[src/rtl/mem_access_stage.sv]
// mem_access_stage: EX/MEM to word-addressed data memory controller.
// Byte/half/word loads and stores, big-endian lanes, sub-word stores done as
// read-modify-write. Optional misalignment trap: define MEM_ALIGN_CHECK_EN.
module mem_access_stage #(
  parameter int MEM_WORDS = 128
) (
  input  logic        clock_in,
  input  logic        reset,
  input  logic        in_valid,
  output logic        in_ready,
  input  logic [31:0] ex_addr,
  input  logic [31:0] ex_store_data,
  input  logic        ex_mem_read,
  input  logic        ex_mem_write,
  input  logic [1:0]  ex_size,
  input  logic        ex_unsigned,
  input  logic [31:0] ex_alu_result,
  input  logic [4:0]  ex_rd,
  input  logic        ex_reg_write,
  output logic [31:0] mem_address,
  output logic [31:0] mem_write_data,
  output logic        mem_read,
  output logic        mem_write,
  input  logic [31:0] mem_read_data,
  output logic        wb_valid,
  output logic [4:0]  wb_rd,
  output logic        wb_reg_write,
  output logic [31:0] wb_data,
  output logic        align_err
);
  localparam int AW = $clog2(MEM_WORDS);

  typedef enum logic [1:0] {IDLE, ACCESS, RMW_WR} state_e;
  state_e state_q, state_d;

  // latched request; only the byte offset and word index of the address matter
  logic [AW+1:0] addr_q;
  logic [31:0]   sdata_q, alu_q;
  logic          rd_q, wr_q, uns_q, rw_q;
  logic [1:0]    size_q;
  logic [4:0]    rdst_q;

  logic [31:0] merged_q, merged_d;
  logic        wb_valid_q, wb_valid_d, wb_rw_q, wb_rw_d;
  logic [4:0]  wb_rd_q, wb_rd_d;
  logic [31:0] wb_data_q, wb_data_d;
  logic        misalign;

  logic unused_addr_bits;
  assign unused_addr_bits = ^ex_addr[31:AW+2];

  assign in_ready     = (state_q == IDLE);
  assign mem_address  = {{(32-AW){1'b0}}, addr_q[AW+1:2]};
  assign wb_valid     = wb_valid_q;
  assign wb_rd        = wb_rd_q;
  assign wb_reg_write = wb_rw_q;
  assign wb_data      = wb_data_q;

`ifdef MEM_ALIGN_CHECK_EN
  logic align_q;
  assign misalign = (rd_q | wr_q) &&
                    (((size_q == 2'b01) && addr_q[0]) ||
                     (size_q[1] && (addr_q[1:0] != 2'b00)));
  assign align_err = align_q;
  // error pulse coincides with the wb_valid of the trapped request
  always_ff @(posedge clock_in) begin
    if (reset) align_q <= 1'b0;
    else       align_q <= (state_q == ACCESS) && misalign;
  end
`else
  assign misalign  = 1'b0;
  assign align_err = 1'b0;
`endif

  // big-endian lane extraction and sign/zero extension for loads
  logic [7:0]  ld_byte;
  logic [15:0] ld_half;
  logic [31:0] ld_ext;
  always_comb begin
    ld_byte = 8'h00;
    case (addr_q[1:0])
      2'd0: ld_byte = mem_read_data[31:24];
      2'd1: ld_byte = mem_read_data[23:16];
      2'd2: ld_byte = mem_read_data[15:8];
      default: ld_byte = mem_read_data[7:0];
    endcase
    ld_half = addr_q[1] ? mem_read_data[15:0] : mem_read_data[31:16];
    if (size_q == 2'b00)      ld_ext = {{24{~uns_q & ld_byte[7]}}, ld_byte};
    else if (size_q == 2'b01) ld_ext = {{16{~uns_q & ld_half[15]}}, ld_half};
    else                      ld_ext = mem_read_data;
  end

  // old word with the addressed byte/half lane replaced by store data
  logic [31:0] merge_w;
  always_comb begin
    merge_w = mem_read_data;
    if (size_q == 2'b00) begin
      case (addr_q[1:0])
        2'd0: merge_w[31:24] = sdata_q[7:0];
        2'd1: merge_w[23:16] = sdata_q[7:0];
        2'd2: merge_w[15:8]  = sdata_q[7:0];
        default: merge_w[7:0] = sdata_q[7:0];
      endcase
    end else begin
      if (addr_q[1]) merge_w[15:0]  = sdata_q[15:0];
      else           merge_w[31:16] = sdata_q[15:0];
    end
  end

  // state, request register, merge buffer and write-back registers
  always_ff @(posedge clock_in) begin
    if (reset) begin
      state_q    <= IDLE;
      addr_q     <= '0;
      sdata_q    <= '0;
      alu_q      <= '0;
      rd_q       <= 1'b0;
      wr_q       <= 1'b0;
      uns_q      <= 1'b0;
      rw_q       <= 1'b0;
      size_q     <= '0;
      rdst_q     <= '0;
      merged_q   <= '0;
      wb_valid_q <= 1'b0;
      wb_rw_q    <= 1'b0;
      wb_rd_q    <= '0;
      wb_data_q  <= '0;
    end else begin
      state_q    <= state_d;
      merged_q   <= merged_d;
      wb_valid_q <= wb_valid_d;
      wb_rw_q    <= wb_rw_d;
      wb_rd_q    <= wb_rd_d;
      wb_data_q  <= wb_data_d;
      if (in_valid && in_ready) begin
        addr_q  <= ex_addr[AW+1:0];
        sdata_q <= ex_store_data;
        alu_q   <= ex_alu_result;
        rd_q    <= ex_mem_read;
        wr_q    <= ex_mem_write;
        uns_q   <= ex_unsigned;
        rw_q    <= ex_reg_write;
        size_q  <= ex_size;
        rdst_q  <= ex_rd;
      end
    end
  end

  // next state, memory strobes and write-back next values
  always_comb begin
    state_d        = state_q;
    merged_d       = merged_q;
    wb_valid_d     = 1'b0;
    wb_rw_d        = wb_rw_q;
    wb_rd_d        = wb_rd_q;
    wb_data_d      = wb_data_q;
    mem_read       = 1'b0;
    mem_write      = 1'b0;
    mem_write_data = '0;
    case (state_q)
      IDLE: if (in_valid) state_d = ACCESS;
      ACCESS: begin
        if (misalign || !(rd_q || wr_q)) begin
          // pass-through, also the landing spot for trapped misaligned accesses
          wb_valid_d = 1'b1;
          wb_data_d  = alu_q;
          wb_rd_d    = rdst_q;
          wb_rw_d    = rw_q & ~misalign;
          state_d    = IDLE;
        end else if (rd_q) begin
          mem_read   = 1'b1;
          wb_valid_d = 1'b1;
          wb_data_d  = ld_ext;
          wb_rd_d    = rdst_q;
          wb_rw_d    = rw_q;
          state_d    = IDLE;
        end else if (size_q[1]) begin
          mem_write      = 1'b1;
          mem_write_data = sdata_q;
          wb_valid_d     = 1'b1;
          wb_data_d      = alu_q;
          wb_rd_d        = rdst_q;
          wb_rw_d        = 1'b0;
          state_d        = IDLE;
        end else begin
          mem_read = 1'b1;
          merged_d = merge_w;
          state_d  = RMW_WR;
        end
      end
      RMW_WR: begin
        mem_write      = 1'b1;
        mem_write_data = merged_q;
        wb_valid_d     = 1'b1;
        wb_data_d      = alu_q;
        wb_rd_d        = rdst_q;
        wb_rw_d        = 1'b0;
        state_d        = IDLE;
      end
      default: state_d = IDLE;
    endcase
    // no memory traffic while reset is asserted
    if (reset) begin
      mem_read  = 1'b0;
      mem_write = 1'b0;
    end
  end
endmodule
[config.mk]
export PLATFORM = sky130hd
export DESIGN_NAME = mem_access_stage
export DESIGN_NICKNAME = d
export VERILOG_FILES = /design/src/rtl/mem_access_stage.sv
export SDC_FILE = /design/constraint.sdc
export NUM_CORES = 1
export LEC_CHECK = 0
export CORE_MARGIN = 4
export CORE_UTILIZATION = 47
export CTS_CLUSTER_SIZE = 28
export DETAILED_ROUTE_END_ITERATION = 6
export PLACE_DENSITY = 0.79
export SLEW_MARGIN = 0
export SYNTH_ARGS = -nofsm -noshare
export SYNTH_HDL_FRONTEND = slang
export SYNTH_SLANG_ARGS = --single-unit
export TNS_END_PERCENT = 5
[constraint.sdc]
create_clock -name clock_in -period 3.5 [get_ports clock_in]
set_input_delay 0.525 -clock clock_in [delete_from_list [all_inputs] [get_ports clock_in]]
set_output_delay 0.525 -clock clock_in [all_outputs]
set_load 0.02 [all_outputs]
==> impl_metrics.env, run 1 <==
export IMPL_outcome="finished, final reports clean"
export IMPL_startpoint_type="flip-flop"
export IMPL_grt_pass1_wl_um=36600
export IMPL_synth_warnings=0
export IMPL_timing_final_crit_share_pct=87.2
export IMPL_cts_tree="built"
export IMPL_use_met2_pct=40.8
export IMPL_grt_pass1_vias=6685
export IMPL_syn_cell_area_um2=7520
export IMPL_worst_clock_skew_ns=0.0107
export IMPL_post_place_cells=1274
export IMPL_htree_num_levels=4
export IMPL_diodes=0
export IMPL_area_delta_synth_final_pct=33.6
export IMPL_die_x_um=135
export IMPL_crit_top_cell="nor2b_1"
export IMPL_finalNonFillerCells=1306
export IMPL_grt_max_degree=80
export IMPL_grt_remaining_overflow=0
export IMPL_detail_route_wl_per_cell_um=18.2
export IMPL_relSlewSlack_pct=29.7
export IMPL_grt_usage_pct=25.4
export IMPL_port_buffers=199
export IMPL_slew_violations=0
export IMPL_tightest_slew_ns=1.05
export IMPL_nets=1227
export IMPL_p_sw_uw=1270
export IMPL_clk_pin_slew_worst_paths_ns=0.07
export IMPL_power_leakage_uw=0.00360
export IMPL_clkSinkCount=157
export IMPL_cp_max_fo=33
export IMPL_final_common_cell="nand2_1"
export IMPL_grt_util_met3_pct=5.74
export IMPL_criticalPathCategory="flip-flop to output port"
export IMPL_clock_fmax_mhz=328
export IMPL_cp_end_kind="output port"
export IMPL_vias=7247
export IMPL_cts_buffers_inserted=17
export IMPL_die_y_um=135
export IMPL_clk_path_buf_depth=2
export IMPL_use_met1_pct=34.9
export IMPL_hold_path_class="input port to flip-flop"
export IMPL_ir_drop_mv=0.371
export IMPL_drt_wl_total_um=23800
export IMPL_maxCapViolations=0
export IMPL_swShare_pct=27.2
export IMPL_cp_cell_sequence="nor2b_1 > and3_1 > buf_4 > a22oi_1 > nor2b_1 > clkdlybuf4s50_1"
export IMPL_antenna_found_initial=0
export IMPL_critPathMaxStageDelay_ns=0.63
export IMPL_antenna_left=0
export IMPL_rsz0062_at_grt="false"
export IMPL_io_pin_count=249
export IMPL_hold_violations=0
export IMPL_powerDensity_nw_per_um2=465
export IMPL_setup_viol_count_final=0
export IMPL_clk_latency_ns=0.43
export IMPL_hpwl_um=16600
export IMPL_synthCells=938
export IMPL_cts_setup_buffers=0
export IMPL_cp_slowest_cell="clkdlybuf4s50_1"
export IMPL_pwr_share_seq_pct=41.7
export IMPL_crit_arrival_ns=2.53
export IMPL_drive_gt1_share_pct=6.30
export IMPL_yosys_register_bits=157
export IMPL_p_comb_share_pct=15.7
export IMPL_setup_tns_ns=0
export IMPL_die_area_um2=18100
export IMPL_drc=0
export IMPL_drtIter0Drc=686
export IMPL_cts_resized=0
export IMPL_start_util_pct=48.8
export IMPL_r2r_setup_slack_ns=1.05
export IMPL_period_minus_slack_ns=3.05
export IMPL_ctsHoldBuffers=0
export IMPL_p_int_uw=3400
export IMPL_p_clk_share_pct=42.6
export IMPL_cts_root_buf="clkbuf_16"
export IMPL_ys_seq_area_share_pct=41.8
export IMPL_dr_pass1_iters=5
export IMPL_required_ns=2.97
export IMPL_gp_congestion=0.920
export IMPL_final_cell_mix="nand2_1, clkdlybuf4s50_1, dfxtp_1"
export IMPL_grt_busiest_layer="met2"
export IMPL_core_area_um2=15400
export IMPL_rows=45
export IMPL_viasPerCell=5.55
export IMPL_ys_types=46
export IMPL_syn_area_per_cell_um2=8.02
[metal layers]
metal	part of all wire [%]	vias up
met5	0	-
li1	-	3534
met3	8.0	39
met4	2.1	0
met2	47	327
met1	43	3347
[flip-flops by register name, summed over array words and instances (netlist names), 2 cells and up]
name and cells:
rdst_q 5, wb_rd 5, state_q 2, sdata_q 32
wb_data 32, alu_q 32, size_q 2, merged_q 32
addr_q 9
[metrics by stage]
stage,total power [uW],hold slack [ns],area (um^2),util (%),worst slack (ns)
after floorplan,2420,0.431,7620,-,1.38
after global placement,2700,0.433,9420,61.1,0.932
after detailed placement,2710,0.438,9420,61.1,0.904
after CTS,4680,0.390,10100,65.2,0.444
after global routing,4850,0.409,10100,65.2,0.286
final,4670,0.404,10100,65.2,0.448
[cells by family (layout without fill, tap and decap cells)]
| family | count (synthesis) | after routing | synth area share [%] |
|---|---|---|---|
| AO/OA/AOI/OAI | 315 | 315 | 27.5 |
| flip-flops | 157 | 157 | 41.8 |
| adder cells (fa/ha/maj) | 3 | 3 | 0.499 |
| multiplexers | 17 | 17 | 2.71 |
| AND/OR/NAND/NOR | 322 | 322 | 18.7 |
| buffers and inverters | 123 | 255 | 8.75 |
| other | 1 | 26 | 0.0498 |
[area by class of cell]
cell class,count,area (um^2)
fillers,1373,5370
multi-input cells,683,3840
inverters,6,22.5
clock buffers,17,425
clock inverters,15,209
well taps,211,264
flip-flops and latches,157,3140
repair buffers,217,2150
[power by group through the flow]
stage	Combinational, uW	Clock, uW	Sequential (uW)
after floorplan	435	0	1980
after global placement	717	0	1980
after detailed placement	724	0	1980
after CTS	730	2010	1940
after global routing	794	2100	1960
final	734	1990	1950
[worst max-delay path, delay by kind of cell (launching register included)]
family,cells,cell delay (ns)
compound gates,1,0.12
buf+inv,2,0.96
simple gates,3,0.60
flops,1,0.39
[worst paths after layout]
| kind | cells past startpoint | start | end |
|---|---|---|---|
| max | 6 | wr_q | mem_write_data[11] |
| min | 2 | reset | wb_reg_write |
| max reg2reg | 7 | state_q[0] | wb_data[8] |
| min reg2reg | 2 | wb_data[24] | wb_data[24] |
[cell usage after synthesis (all sizes together)]
library cell / instances / share of area, %
a22o: 17 / 2.0
and3b: 1 / 0.12
a32o: 7 / 0.93
or4b: 1 / 0.13
dfxtp: 157 / 42
mux2i: 8 / 1.1
nand2: 204 / 10
a31oi: 1 / 0.083
a21boi: 9 / 0.90
nand4bb: 1 / 0.15
clkinv: 1 / 0.050
buf: 71 / 6.2
o211ai: 16 / 1.6
clkbuf: 46 / 2.3
a21oi: 111 / 7.6
nor3b: 1 / 0.10
nor4bb: 1 / 0.13
o21ai: 40 / 2.7
or3b: 1 / 0.12
a311oi: 8 / 0.93
nor2b: 33 / 2.7
nor2: 43 / 2.2
a22oi: 55 / 5.5
nand2b: 12 / 1.0
nor3: 16 / 1.2
mux2: 7 / 1.0
inv: 5 / 0.25
ha: 3 / 0.50
a221oi: 16 / 1.9
and2b: 1 / 0.10
conb: 1 / 0.050
nand3: 5 / 0.33
a21o: 16 / 1.6
mux4: 2 / 0.60
or2: 1 / 0.083
and3: 1 / 0.083
a211oi: 19 / 1.9
(Power assumes the default switching activity.)
==> run 2: changes to the inputs <==
- SLEW_MARGIN: 0 -> 5
==> results of run 2 <==
The final DEF is identical to that of run 1; final timing and power are the same.
==> run 3: changes to the inputs <==
- CORE_UTILIZATION: 47 -> 50
- PLACE_DENSITY: 0.79 -> 0.83
==> impl_metrics.env, run 3 (synthesized netlist as in run 1, its figures left out) <==
export IMPL_setup_ws_ns=0.438
export IMPL_r2r_start="state_q[0]"
export IMPL_antenna_found_initial=0
export IMPL_powerDensity_nw_per_um2=457
export IMPL_clock_fmax_mhz=327
export IMPL_cts_resized=0
export IMPL_dr_pass1_iters=5
export IMPL_required_ns=2.97
export IMPL_cp_max_fo=33
export IMPL_tightest_slew_ns=1.10
export IMPL_power_leakage_uw=0.00358
export IMPL_place_area_um2=9380
export IMPL_cts_root_buf="clkbuf_16"
export IMPL_diodes=0
export IMPL_multi_input_area_um2=3840
export IMPL_clk_pin_slew_worst_paths_ns=0.07
export IMPL_clk_latency_ns=0.43
export IMPL_ir_drop_mv=0.419
export IMPL_crit_arrival_ns=2.54
export IMPL_die_y_um=131
export IMPL_clkSinkCount=157
export IMPL_worstReg2RegEnd="wb_data[12]"
export IMPL_setup_tns_ns=0
export IMPL_drtIter0Drc=697
export IMPL_gp_congestion=0.927
export IMPL_die_x_um=131
export IMPL_criticalPathCategory="flip-flop to output port"
export IMPL_cts_buffers_inserted=17
export IMPL_pre_cts_slack_ns=0.911
export IMPL_core_area_um2=14600
export IMPL_cp_end_kind="output port"
export IMPL_nets=1226
export IMPL_final_util_pct=68.2
export IMPL_clk_path_buf_depth=2
export IMPL_fill_cells=1210
export IMPL_final_common_cell="nand2_1"
export IMPL_period_minus_slack_ns=3.06
export IMPL_rr_worst_depth=7
export IMPL_startpoint_type="flip-flop"
export IMPL_grt_pass1_vias=6588
export IMPL_antenna_left=0
export IMPL_cts_tree="built"
export IMPL_crit_end="mem_write_data[13]"
export IMPL_final_cell_mix="nand2_1, clkdlybuf4s50_1, dfxtp_1"
export IMPL_rsz0062_at_grt="false"
export IMPL_regArea_um2=3140
export IMPL_grt_max_degree=96
export IMPL_vias=7278
export IMPL_viasPerCell=5.69
export IMPL_r2r_setup_slack_ns=0.89
export IMPL_hpwl_um=16200
export IMPL_io_pin_count=249
export IMPL_port_buffers=199
export IMPL_start_util_pct=51.4
export IMPL_rows=44
export IMPL_cts_setup_buffers=0
export IMPL_htree_num_levels=4
export IMPL_timing_final_crit_share_pct=87.5
export IMPL_drive_gt1_share_pct=6.22
export IMPL_hold_violations=0
export IMPL_drt_wl_total_um=23300
export IMPL_outcome="finished, final reports clean"
export IMPL_ctsHoldBuffers=0
export IMPL_die_area_um2=17100
export IMPL_detail_route_wl_per_cell_um=18.2
export IMPL_critPathLaunch="state_q[1]"
export IMPL_slew_violations=0
export IMPL_maxCapViolations=0
export IMPL_relSlewSlack_pct=26.7
export IMPL_setup_viol_count_final=0
export IMPL_drc=0
export IMPL_worst_clock_skew_ns=0.0110
export IMPL_stdcell_area_um2=9980
export IMPL_grt_usage_pct=26.4
export IMPL_hold_path_class="flip-flop to flip-flop"
export IMPL_area_delta_synth_final_pct=32.6
export IMPL_grt_pass1_wl_um=35000
export IMPL_grt_remaining_overflow=0
==> run 3: routing by layer <==
| layer | GRT usage, % | vias to the layer above | part of all wire [%] |
|---|---|---|---|
| li1 | - | 3526 | - |
| met1 | 35.3 | 3373 | 41 |
| met2 | 40.7 | 326 | 46 |
| met3 | 6.18 | 53 | 9.0 |
| met4 | 11.7 | 0 | 3.4 |
| met5 | 0 | - | 0 |
==> run 3: worst max-delay path: stages, from the launching register on <==
cell and delay [ns]:
dfxtp_1 0.33, inv_1 0.08, ha_1 0.24, and3_1 0.17, buf_4 0.33, a22oi_1 0.12
nor2b_1 0.19, clkdlybuf4s50_1 0.63
==> run 3: final cells by class <==
cell class / instances / area share (%)
clock inverters: 15 / 1.76
multi-input cells: 683 / 38.5
repair buffers: 216 / 21.5
flip-flops and latches: 157 / 31.5
inverters: 6 / 0.226
well taps: 184 / 2.31
clock buffers: 17 / 4.26
==> run 3: report_power, final <==
| group | switching [uW] | leakage (uW) | internal, uW |
|---|---|---|---|
| Combinational | 414 | 0.00201 | 319 |
| Clock | 807 | 0.000293 | 1080 |
| Sequential | 65.9 | 0.00128 | 1880 |
| Total | 1290 | 0.00358 | 3270 |
==> run 3: worst min path at each step <==
stage	from	end	slack, ns	cells past startpoint
after floorplan	alu_q[0]	alu_q[0]	0.43	2
after global placement	wb_data[19]	wb_data[19]	0.43	2
after detailed placement	alu_q[3]	alu_q[3]	0.44	2
after CTS	alu_q[2]	alu_q[2]	0.45	2
after global routing	wb_data[20]	wb_data[20]	0.46	2
final	wb_data[23]	wb_data[23]	0.45	2
==> run 3: metrics by stage <==
stage                     total power [uW]  instances  hold slack, ns
after floorplan                       2420        963           0.431
after global placement                2690       1246           0.434
after detailed placement              2700       1246           0.442
after CTS                             4570       1278           0.451
after global routing                  4720       1278           0.463
final                                 4560       1278           0.447
